`src/rtl/radix4_div.sv`:
```
// Iterative unsigned radix-4 restoring divider: Q = A / B, R = A % B.
// Retires two quotient bits per cycle; one operation in flight, gated by ready.
module radix4_div #(
  parameter int unsigned WIDTH = 32
) (
  input  logic             CLK,
  input  logic             rst,
  input  logic             valid_in,
  output logic             ready,
  input  logic [WIDTH-1:0] A,
  input  logic [WIDTH-1:0] B,
  output logic [WIDTH-1:0] Q,
  output logic [WIDTH-1:0] R,
  output logic             div_by_zero,
  output logic             valid_out
);

  if (WIDTH % 2 != 0) begin : g_width_check
    $error("radix4_div: WIDTH must be even");
  end

  localparam int unsigned CW = $clog2(WIDTH / 2 + 1);

  typedef enum logic [1:0] {IDLE, CALC, DONE} state_t;

  state_t           state;
  logic [WIDTH-1:0] b_reg;
  logic [WIDTH+1:0] b3;
  logic [WIDTH-1:0] p;
  logic [WIDTH-1:0] dvd;
  logic [WIDTH-1:0] quo;
  logic [CW-1:0]    cnt;
  logic             zero_op;

  logic [WIDTH+1:0] p_shift;
  logic [WIDTH+1:0] b1;
  logic [WIDTH+1:0] b2;
  logic [WIDTH-1:0] p_next;
  logic [1:0]       digit;
  logic [WIDTH-1:0] quo_next;

  assign ready = (state == IDLE);

  // The stored remainder stays below B, so it fits WIDTH bits; only the
  // shifted-in partial remainder P' needs the two extra bits.
  always_comb begin
    p_shift = {p, dvd[WIDTH-1:WIDTH-2]};
    b1      = {2'b00, b_reg};
    b2      = {1'b0, b_reg, 1'b0};
    digit   = 2'd0;
    p_next  = p_shift[WIDTH-1:0];
    if (p_shift >= b3) begin
      digit  = 2'd3;
      p_next = WIDTH'(p_shift - b3);
    end else if (p_shift >= b2) begin
      digit  = 2'd2;
      p_next = WIDTH'(p_shift - b2);
    end else if (p_shift >= b1) begin
      digit  = 2'd1;
      p_next = WIDTH'(p_shift - b1);
    end
    quo_next = {quo[WIDTH-3:0], digit};
  end

  always_ff @(posedge CLK or posedge rst) begin
    if (rst) begin
      state       <= IDLE;
      b_reg       <= '0;
      b3          <= '0;
      p           <= '0;
      dvd         <= '0;
      quo         <= '0;
      cnt         <= '0;
      zero_op     <= 1'b0;
      Q           <= '0;
      R           <= '0;
      div_by_zero <= 1'b0;
      valid_out   <= 1'b0;
    end else begin
      case (state)
        IDLE: begin
          valid_out <= 1'b0;
          if (valid_in) begin
            b_reg   <= B;
            b3      <= {2'b00, B} + {1'b0, B, 1'b0};
            p       <= '0;
            dvd     <= A;
            quo     <= '0;
            cnt     <= CW'(WIDTH / 2);
            zero_op <= (B == '0);
            state   <= (B == '0) ? DONE : CALC;
          end
        end
        CALC: begin
          p   <= p_next;
          dvd <= dvd << 2;
          quo <= quo_next;
          cnt <= cnt - CW'(1);
          if (cnt == CW'(1)) begin
            Q           <= quo_next;
            R           <= p_next;
            div_by_zero <= 1'b0;
            valid_out   <= 1'b1;
            state       <= DONE;
          end
        end
        DONE: begin
          // A divide-by-zero publishes its result here, one edge after acceptance;
          // a normal op already pulsed on its final CALC edge.
          if (zero_op) begin
            Q           <= '1;
            R           <= dvd;
            div_by_zero <= 1'b1;
            valid_out   <= 1'b1;
          end else begin
            valid_out   <= 1'b0;
          end
          state <= IDLE;
        end
        default: state <= IDLE;
      endcase
    end
  end

endmodule

```
`config.mk`:
```
export PLATFORM = sky130hd
export DESIGN_NAME = radix4_div
export DESIGN_NICKNAME = d
export VERILOG_FILES = /design/src/rtl/radix4_div.sv
export SDC_FILE = /design/constraint.sdc
export NUM_CORES = 1
export LEC_CHECK = 0
export BUFFER_PORTS_ARGS = -buffer_cell sky130_fd_sc_hd__buf_4
export CAP_MARGIN = 10
export CORE_AREA = 2 2 200 202
export DETAILED_ROUTE_END_ITERATION = 8
export DIE_AREA = 0 0 202 204
export SYNTH_ARGS = -nofsm -noshare
export SYNTH_HDL_FRONTEND = slang
export SYNTH_SLANG_ARGS = --single-unit
```
`constraint.sdc`:
```
create_clock -name CLK -period 18.5 [get_ports CLK]
set_input_delay 3.7 -clock CLK [delete_from_list [all_inputs] [get_ports CLK]]
set_output_delay 3.7 -clock CLK [all_outputs]
set_load 0.01 [all_outputs]
```
==> flow_metrics.env, run 1 <==
export IMPL_nets=2309
export IMPL_cts_tree="built"
export IMPL_grt_busiest_layer="met1"
export IMPL_period_share=0.340
export IMPL_syn_inst=2006
export IMPL_cp_num_buf_inv=2
export IMPL_via_count=14900
export IMPL_maxSlewHeadroom=0.0291
export IMPL_grt_ovfl_total=0
export IMPL_largest_reg_flops=33
export IMPL_path_depth=15
export IMPL_path_class="input port to flop"
export IMPL_status="complete, no violations"
export IMPL_track_usage=0.244
export IMPL_fin_cells=2631
export IMPL_ir_drop_mv=0.0908
export IMPL_yosysWarnings=0
export IMPL_syn_nets=2228
export IMPL_syn_to_final_growth_pct=13.4
export IMPL_critical_path_required_ps=18910
export IMPL_core_area_um2=39200
export IMPL_path_common_cell="o21ai_1"
export IMPL_root_buffer="clkbuf_16"
export IMPL_whs_endpoint="Q[14]"
export IMPL_fin_area_um2=19200
export IMPL_num_antenna_cells=0
export IMPL_clock_skew_ps=13.8
export IMPL_hold_violations=0
export IMPL_cpMaxStageDelayCell="a2111oi_0"
export IMPL_finalPower_mw=4.11
export IMPL_arrival_ps=6710
export IMPL_clock_sinks=233
export IMPL_met1_usage=0.377
export IMPL_hold_path_depth=2
export IMPL_num_fill_cells=3795
export IMPL_cp_end_kind="flop"
export IMPL_first_pass_iters=7
export IMPL_synth_edff_count=0
export IMPL_seq_area_um2=5830
export IMPL_place_area_um2=18400
export IMPL_met2_usage=0.362
export IMPL_row_count=73
export IMPL_leakagePower_nw=9.46
export IMPL_cts_buffer_depth=3
export IMPL_use_met3=0.0212
export IMPL_drtAntennaViolNets=0
export IMPL_reg2reg_depth=15
export IMPL_period_minus_slack_ps=6290
export IMPL_hp_class="flop to flop"
export IMPL_crit_chain="buf_4 > ha_1 > inv_1 > fa_1 > nor2b_1 > o21ai_1 > a21oi_1 > o21ai_1 > a21oi_1 > a21o_1 > a311oi_1 > o21ai_1 > a31o_2 > a2111oi_0 > a211oi_1"
export IMPL_holdBufCountCts=0
export IMPL_hold_path_startpoint="Q[14]"
export IMPL_postCtsSetupRepairBufs=0
export IMPL_timing_fmax_ghz=0.159
export IMPL_globalplace_congestion=0.955
export IMPL_dp_cells=2585
export IMPL_numCtsBuffers=25
export IMPL_power_density_nw_per_um2=214
export IMPL_drive_above_1_share=0.113
export IMPL_io_pin_count=134
export IMPL_syn_area_um2=16900
export IMPL_clkTransAtPathRegs_ps=60
export IMPL_timing_rr_end="R[14]"
export IMPL_cts_resized=0
export IMPL_drc=0
export IMPL_initial_core_util=0.432
export IMPL_setup_viol=0
export IMPL_async_flop_share=1.00
export IMPL_slowest_delay_ps=480
export IMPL_cp_top_family="compound AO/OA/AOI/OAI gates"
export IMPL_final_util=0.490
export IMPL_critical_path_max_fanout=4
export IMPL_dpl_hpwl_mm=38.7
export IMPL_fin_setup_tns_ps=0
export IMPL_die_w_um=202
export IMPL_synthFlopType="dfrtp_1"
export IMPL_ys_ff_latch=233
export IMPL_die_h_um=204
export IMPL_drt_iter0_markers=1115
export IMPL_die_area_um2=41200
export IMPL_avgSynthCellArea_um2=8.44
export IMPL_yosysUniqueCellTypes=83
export IMPL_maxCapViolCount=0
export IMPL_r2r_start="dvd[30]"
export IMPL_htreeDepth=1
export IMPL_grt_max_degree=93
export IMPL_start_kind="input port"
export IMPL_routedWlPerCell_um=19.3
export IMPL_ys_seq_area_frac=0.344
export IMPL_vias_per_cell=5.68
export IMPL_worst_r2r_setup_slack_ps=14160
export IMPL_io_buffers=133
export IMPL_maxSlewViolCount=0
export IMPL_rsz0062_at_grt="false"
export IMPL_max_slew_worst_pin_slew_ps=1440
export IMPL_clk_insertion_delay_late_ps=560
export IMPL_grt_pass1_vias=14300
export IMPL_multi_input_area_um2=10200
export IMPL_wirelength_mm=50.7
export IMPL_grt_pass1_wl_mm=79.8
export IMPL_antenna_found_initial=0
export IMPL_regMostFlops="b3"
==> layout make-up <==
class                      instances  area share
clock buffer                      33      0.0373
clock inverter                    13     0.00729
inverter                         139      0.0275
multi-input combinational       1540       0.532
sequential                       233       0.304
tap                              525      0.0342
timing repair buffer             148      0.0578
==> power by group <==
group | total (mW) | switching [mW] | leakage [nW] | internal (mW)
clock network | 0.519 | 0.216 | 0.428 | 0.303
logic | 2.72 | 1.69 | 6.03 | 1.02
registers | 0.873 | 0.161 | 3.00 | 0.713
==> worst max-delay path by stage <==
stage | start | to
final | B[0] | b3[33]
after global routing | B[12] | b3[30]
after CTS | B[1] | b3[27]
after detailed placement | B[1] | b3[27]
after global placement | B[12] | b3[32]
after floorplan | rst | Q[0]
==> worst reg2reg max path, stage by stage (launching register included) <==
cell and delay, ps:
dfrtp_1 430, inv_1 190, ha_1 330, fa_1 300
nor2b_1 90, o21ai_0 220, nand3_1 210, a41o_1 380
o211a_1 290, o21ai_4 150, buf_4 520, mux2i_1 340
mux2i_1 140, mux2i_1 270, o21ai_0 120, mux2_2 280
==> cell families after synthesis <==
| family | share of synthesized area |
|---|---|
| AO/OA/AOI/OAI | 0.254 |
| XOR/XNOR | 0.0558 |
| adder cells (fa/ha/maj) | 0.116 |
| buffers and inverters | 0.0540 |
| flip-flops | 0.344 |
| multiplexers | 0.0305 |
| AND/OR/NAND/NOR | 0.145 |
==> cells in the mapped netlist (6+ instances only) <==
cell      instances  area [µm²]
nor3_1           20         100
o31a_1            6        52.6
o21ai_0         197         986
nor2_1           88         330
dfrtp_1         233        5830
a211oi_1         24         180
inv_1           139         522
xor2_1           40         350
a21o_1           55         413
ha_1            151        1890
nand2b_1         15        93.8
nand2_1         283        1060
nand4_1          20         125
and3_1           34         213
mux2i_1          46         460
nor4_1            6        37.5
buf_1             6        22.5
a31oi_1          21         131
o21bai_1         16         120
or2_2             7        43.8
nor3b_1           9        67.6
buf_2            11        55.1
o21ai_1          55         275
o31ai_1           8        60.1
xnor2_1          68         596
a21boi_0          6        45.0
a211o_1           7        61.3
o211ai_1         20         150
a21oi_1         153         766
nand3_1          27         135
a22o_1           35         307
nor2b_1           8        50.1
clkbuf_1         72         270
o21a_1           13        97.6
a31o_2            6        52.6
==> per-stage QoR <==
stage / hold WS (ps) / worst slack [ps]
after floorplan: 449 / 8410
after global placement: 452 / 11730
after detailed placement: 458 / 11650
after CTS: 472 / 12240
after global routing: 490 / 11850
final: 464 / 12210
==> routing by layer <==
| metal | wire [µm] | vias to the layer above |
|---|---|---|
| met1 | 25300 | 7103 |
| met4 | 1310 | 0 |
| met5 | 0 | - |
| met2 | 21000 | 470 |
| met3 | 3130 | 68 |
| li1 | - | 7306 |
==> layout by cell type (no fill, tap or decap), types with 7 or more instances in the layout <==
| cell type | instances |
|---|---|
| inv_1 | 138 |
| o21ai_0 | 197 |
| nor2b_1 | 8 |
| nor3_1 | 20 |
| a211o_1 | 7 |
| a21oi_1 | 152 |
| xor2_1 | 40 |
| mux2i_1 | 46 |
| o31ai_1 | 8 |
| clkinv_2 | 7 |
| a22o_1 | 35 |
| nand3_1 | 27 |
| dfrtp_1 | 233 |
| a31oi_1 | 21 |
| o21ai_1 | 55 |
| xnor2_1 | 68 |
| or2_2 | 7 |
| a21o_1 | 55 |
| nor2_1 | 88 |
| ha_1 | 149 |
| nor3b_1 | 9 |
| o211ai_1 | 20 |
| nand2_1 | 281 |
| buf_4 | 148 |
| o21a_1 | 12 |
| nand4_1 | 20 |
| clkbuf_16 | 25 |
| nand2b_1 | 15 |
| o21bai_1 | 16 |
| a211oi_1 | 24 |
| and3_1 | 34 |
Power figures use the tool's default switching activity.
==> inputs of run 2 (changes only) <==
Settings changed: ABC_AREA set to 1, CORE_AREA 2 2 200 202 to 2 2 213 215, DIE_AREA 0 0 202 204 to 0 0 215 217.
Clock period 18.5 ns to 6.5 ns, I/O delays scaled along.
==> flow_metrics.env, run 2 <==
export IMPL_path_common_cell="nand2_1"
export IMPL_syn_nets=3152
export IMPL_maxSlewHeadroom=0.243
export IMPL_cts_resized=0
export IMPL_start_kind="flop"
export IMPL_rsz0062_at_grt="false"
export IMPL_cts_buffer_depth=3
export IMPL_antenna_found_initial=0
export IMPL_root_buffer="clkbuf_16"
export IMPL_clock_skew_ps=12.3
export IMPL_ys_top_cells_by_count="nand2_1 (897), inv_1 (432), dfrtp_1 (233)"
export IMPL_core_area_um2=44700
export IMPL_worst_r2r_setup_slack_ps=2790
export IMPL_die_h_um=217
export IMPL_place_area_um2=20800
export IMPL_vias_per_cell=5.54
export IMPL_io_buffers=133
export IMPL_track_usage=0.329
export IMPL_mostFrequentLayoutCells="nand2_1 (895), inv_1 (431), dfrtp_1 (233)"
export IMPL_syn_to_final_growth_pct=12.5
export IMPL_nets=3243
export IMPL_yosysTopAreaCell="dfrtp_1"
export IMPL_row_count=78
export IMPL_r2r_start="p[6]"
export IMPL_timing_rr_end="R[25]"
export IMPL_setup_ws_ps=2790
export IMPL_maxSlewViolCount=0
export IMPL_avgSynthCellArea_um2=6.59
export IMPL_yosys_area_share_simple=0.312
export IMPL_initial_core_util=0.432
export IMPL_largest_reg_flops=33
export IMPL_crit_start="p[6]"
export IMPL_fin_area_um2=21700
export IMPL_synth_top_family_by_area="simple AND/OR/NAND/NOR gates"
export IMPL_synth_xor_area_frac=0.0245
export IMPL_layout_commonest_cell="nand2_1"
export IMPL_endpoint="R[25]"
export IMPL_hold_violations=0
export IMPL_yosysUniqueCellTypes=52
export IMPL_regMostFlops="b3"
export IMPL_period_share=0.571
export IMPL_grt_pass1_vias=18700
export IMPL_first_pass_iters=6
export IMPL_htreeDepth=1
export IMPL_syn_inst=2930
export IMPL_synth_area_top_cells="dfrtp_1 (30%), nand2_1 (17%), ha_1 (9.8%)"
export IMPL_routedWlPerCell_um=21.5
export IMPL_pre_cts_slack_ps=2550
export IMPL_via_count=20200
export IMPL_hp_class="flop to flop"
export IMPL_postCtsSetupRepairBufs=0
export IMPL_clock_sinks=233
export IMPL_dpl_hpwl_mm=62.6
export IMPL_critical_path_max_fanout=33
export IMPL_synthAdderAreaFrac=0.102
export IMPL_reg2reg_depth=15
export IMPL_clkTransAtPathRegs_ps=60
export IMPL_synth_edff_count=0
export IMPL_period_minus_slack_ps=3710
export IMPL_crit_chain="ha_1 > nand2_2 > nor2_1 > nand2_1 > nor2_1 > nand3_1 > nand3_1 > inv_2 > nand2_4 > nand3_1 > nand2_1 > nand2_1 > nand3_1 > nand2_1 > nand2_1"
export IMPL_wirelength_mm=78.3
export IMPL_grt_pass1_wl_mm=116
export IMPL_synth_most_common_cell="nand2_1"
export IMPL_clk_insertion_delay_late_ps=550
export IMPL_holdBufCountCts=0
export IMPL_synth_compound_area_frac=0.152
export IMPL_io_pin_count=134
export IMPL_slowest_delay_ps=570
export IMPL_setup_viol=0
export IMPL_arrival_ps=4200
export IMPL_max_slew_worst_pin_slew_ps=1140
export IMPL_synthFlopType="dfrtp_1"
export IMPL_yosysWarnings=0
export IMPL_fin_setup_tns_ps=0
export IMPL_drive_above_1_share=0.0842
export IMPL_path_class="flop to flop"
export IMPL_async_flop_share=1.00
export IMPL_cpMaxStageDelayCell="ha_1"
export IMPL_syn_area_um2=19300
export IMPL_cts_tree="built"
export IMPL_maxCapViolCount=0
export IMPL_die_area_um2=46700
export IMPL_synthMuxAreaShare=0
export IMPL_ys_ff_latch=233
export IMPL_hold_path_depth=2
export IMPL_die_w_um=215
export IMPL_globalplace_congestion=1.02
export IMPL_cp_end_kind="flop"
export IMPL_drt_iter0_markers=1993
export IMPL_timing_fmax_ghz=0.270
export IMPL_grt_max_degree=160
export IMPL_status="complete, no violations"
export IMPL_synth_top_area_frac=0.302
export IMPL_critical_path_required_ps=6990
export IMPL_grt_ovfl_total=0
export IMPL_drc=0
export IMPL_ys_seq_area_frac=0.302
export IMPL_numCtsBuffers=27
export IMPL_drtAntennaViolNets=0
[run 2: cell types whose count changed in the layout (fill, tap and decap cells not counted), sizes merged, moves of 54 or more]
cell,change
nand3,+179
o21ai,-65
xnor2,-54
nor2,+138
inv,+309
nand2,+623
[run 2: cells by family after synthesis]
kind of cell,count (synthesis)
AOI/OAI and AO/OA,516
xor gates and xnor gates,54
adders and majority gates,155
buffers and inverters,534
DFF,233
and+or+nand+nor,1438
[run 2: worst min-delay path by stage]
stage | slack (ps) | endpoint | start
2_1_floorplan | 450 | b3[20] | b3[20]
3_3_place_gp | 460 | R[5] | R[5]
3_5_place_dp | 470 | R[9] | R[9]
4_1_cts | 480 | R[9] | R[9]
5_1_grt | 500 | R[25] | R[25]
6_report | 480 | R[3] | R[3]
[run 2: final cells by class]
class | instances | area, µm²
timing repair buffer | 145 | 1120
fill | 4766 | 23000
multi-input combinational | 2163 | 11400
clock inverter | 12 | 148
antenna | 3 | 7.51
clock buffer | 36 | 739
tap | 600 | 751
sequential | 233 | 5830
inverter | 451 | 1700
[run 2: per-layer routing]
metal / vias up / share of wire / global-route usage
met5: - / 0 / 0
met4: 0 / 0.049 / 0.146
met3: 156 / 0.069 / 0.0359
met2: 797 / 0.44 / 0.517
met1: 9574 / 0.45 / 0.458
li1: 9661 / - / -
[run 2: critical path: cells and delay by family (launching register included)]
family / cells / cell delay, ps
and+or+nand+nor: 13 / 2420
buffers and inverters: 1 / 70
adders and majority gates: 1 / 570
DFF: 1 / 560
[run 2: stage by stage]
stage                     cells  utilization  hold WS [ps]
after CTS                  3639        0.485           484
after global placement     3591        0.465           463
after global routing       3640        0.486           503
after detailed placement   3591        0.465           467
after floorplan            2930            -           449
final                      3643        0.486           482
Power of run 2 is left out: the tool's default activity adds up to more than one toggle a clock period on the data nets, which glitch-free logic cannot reach.
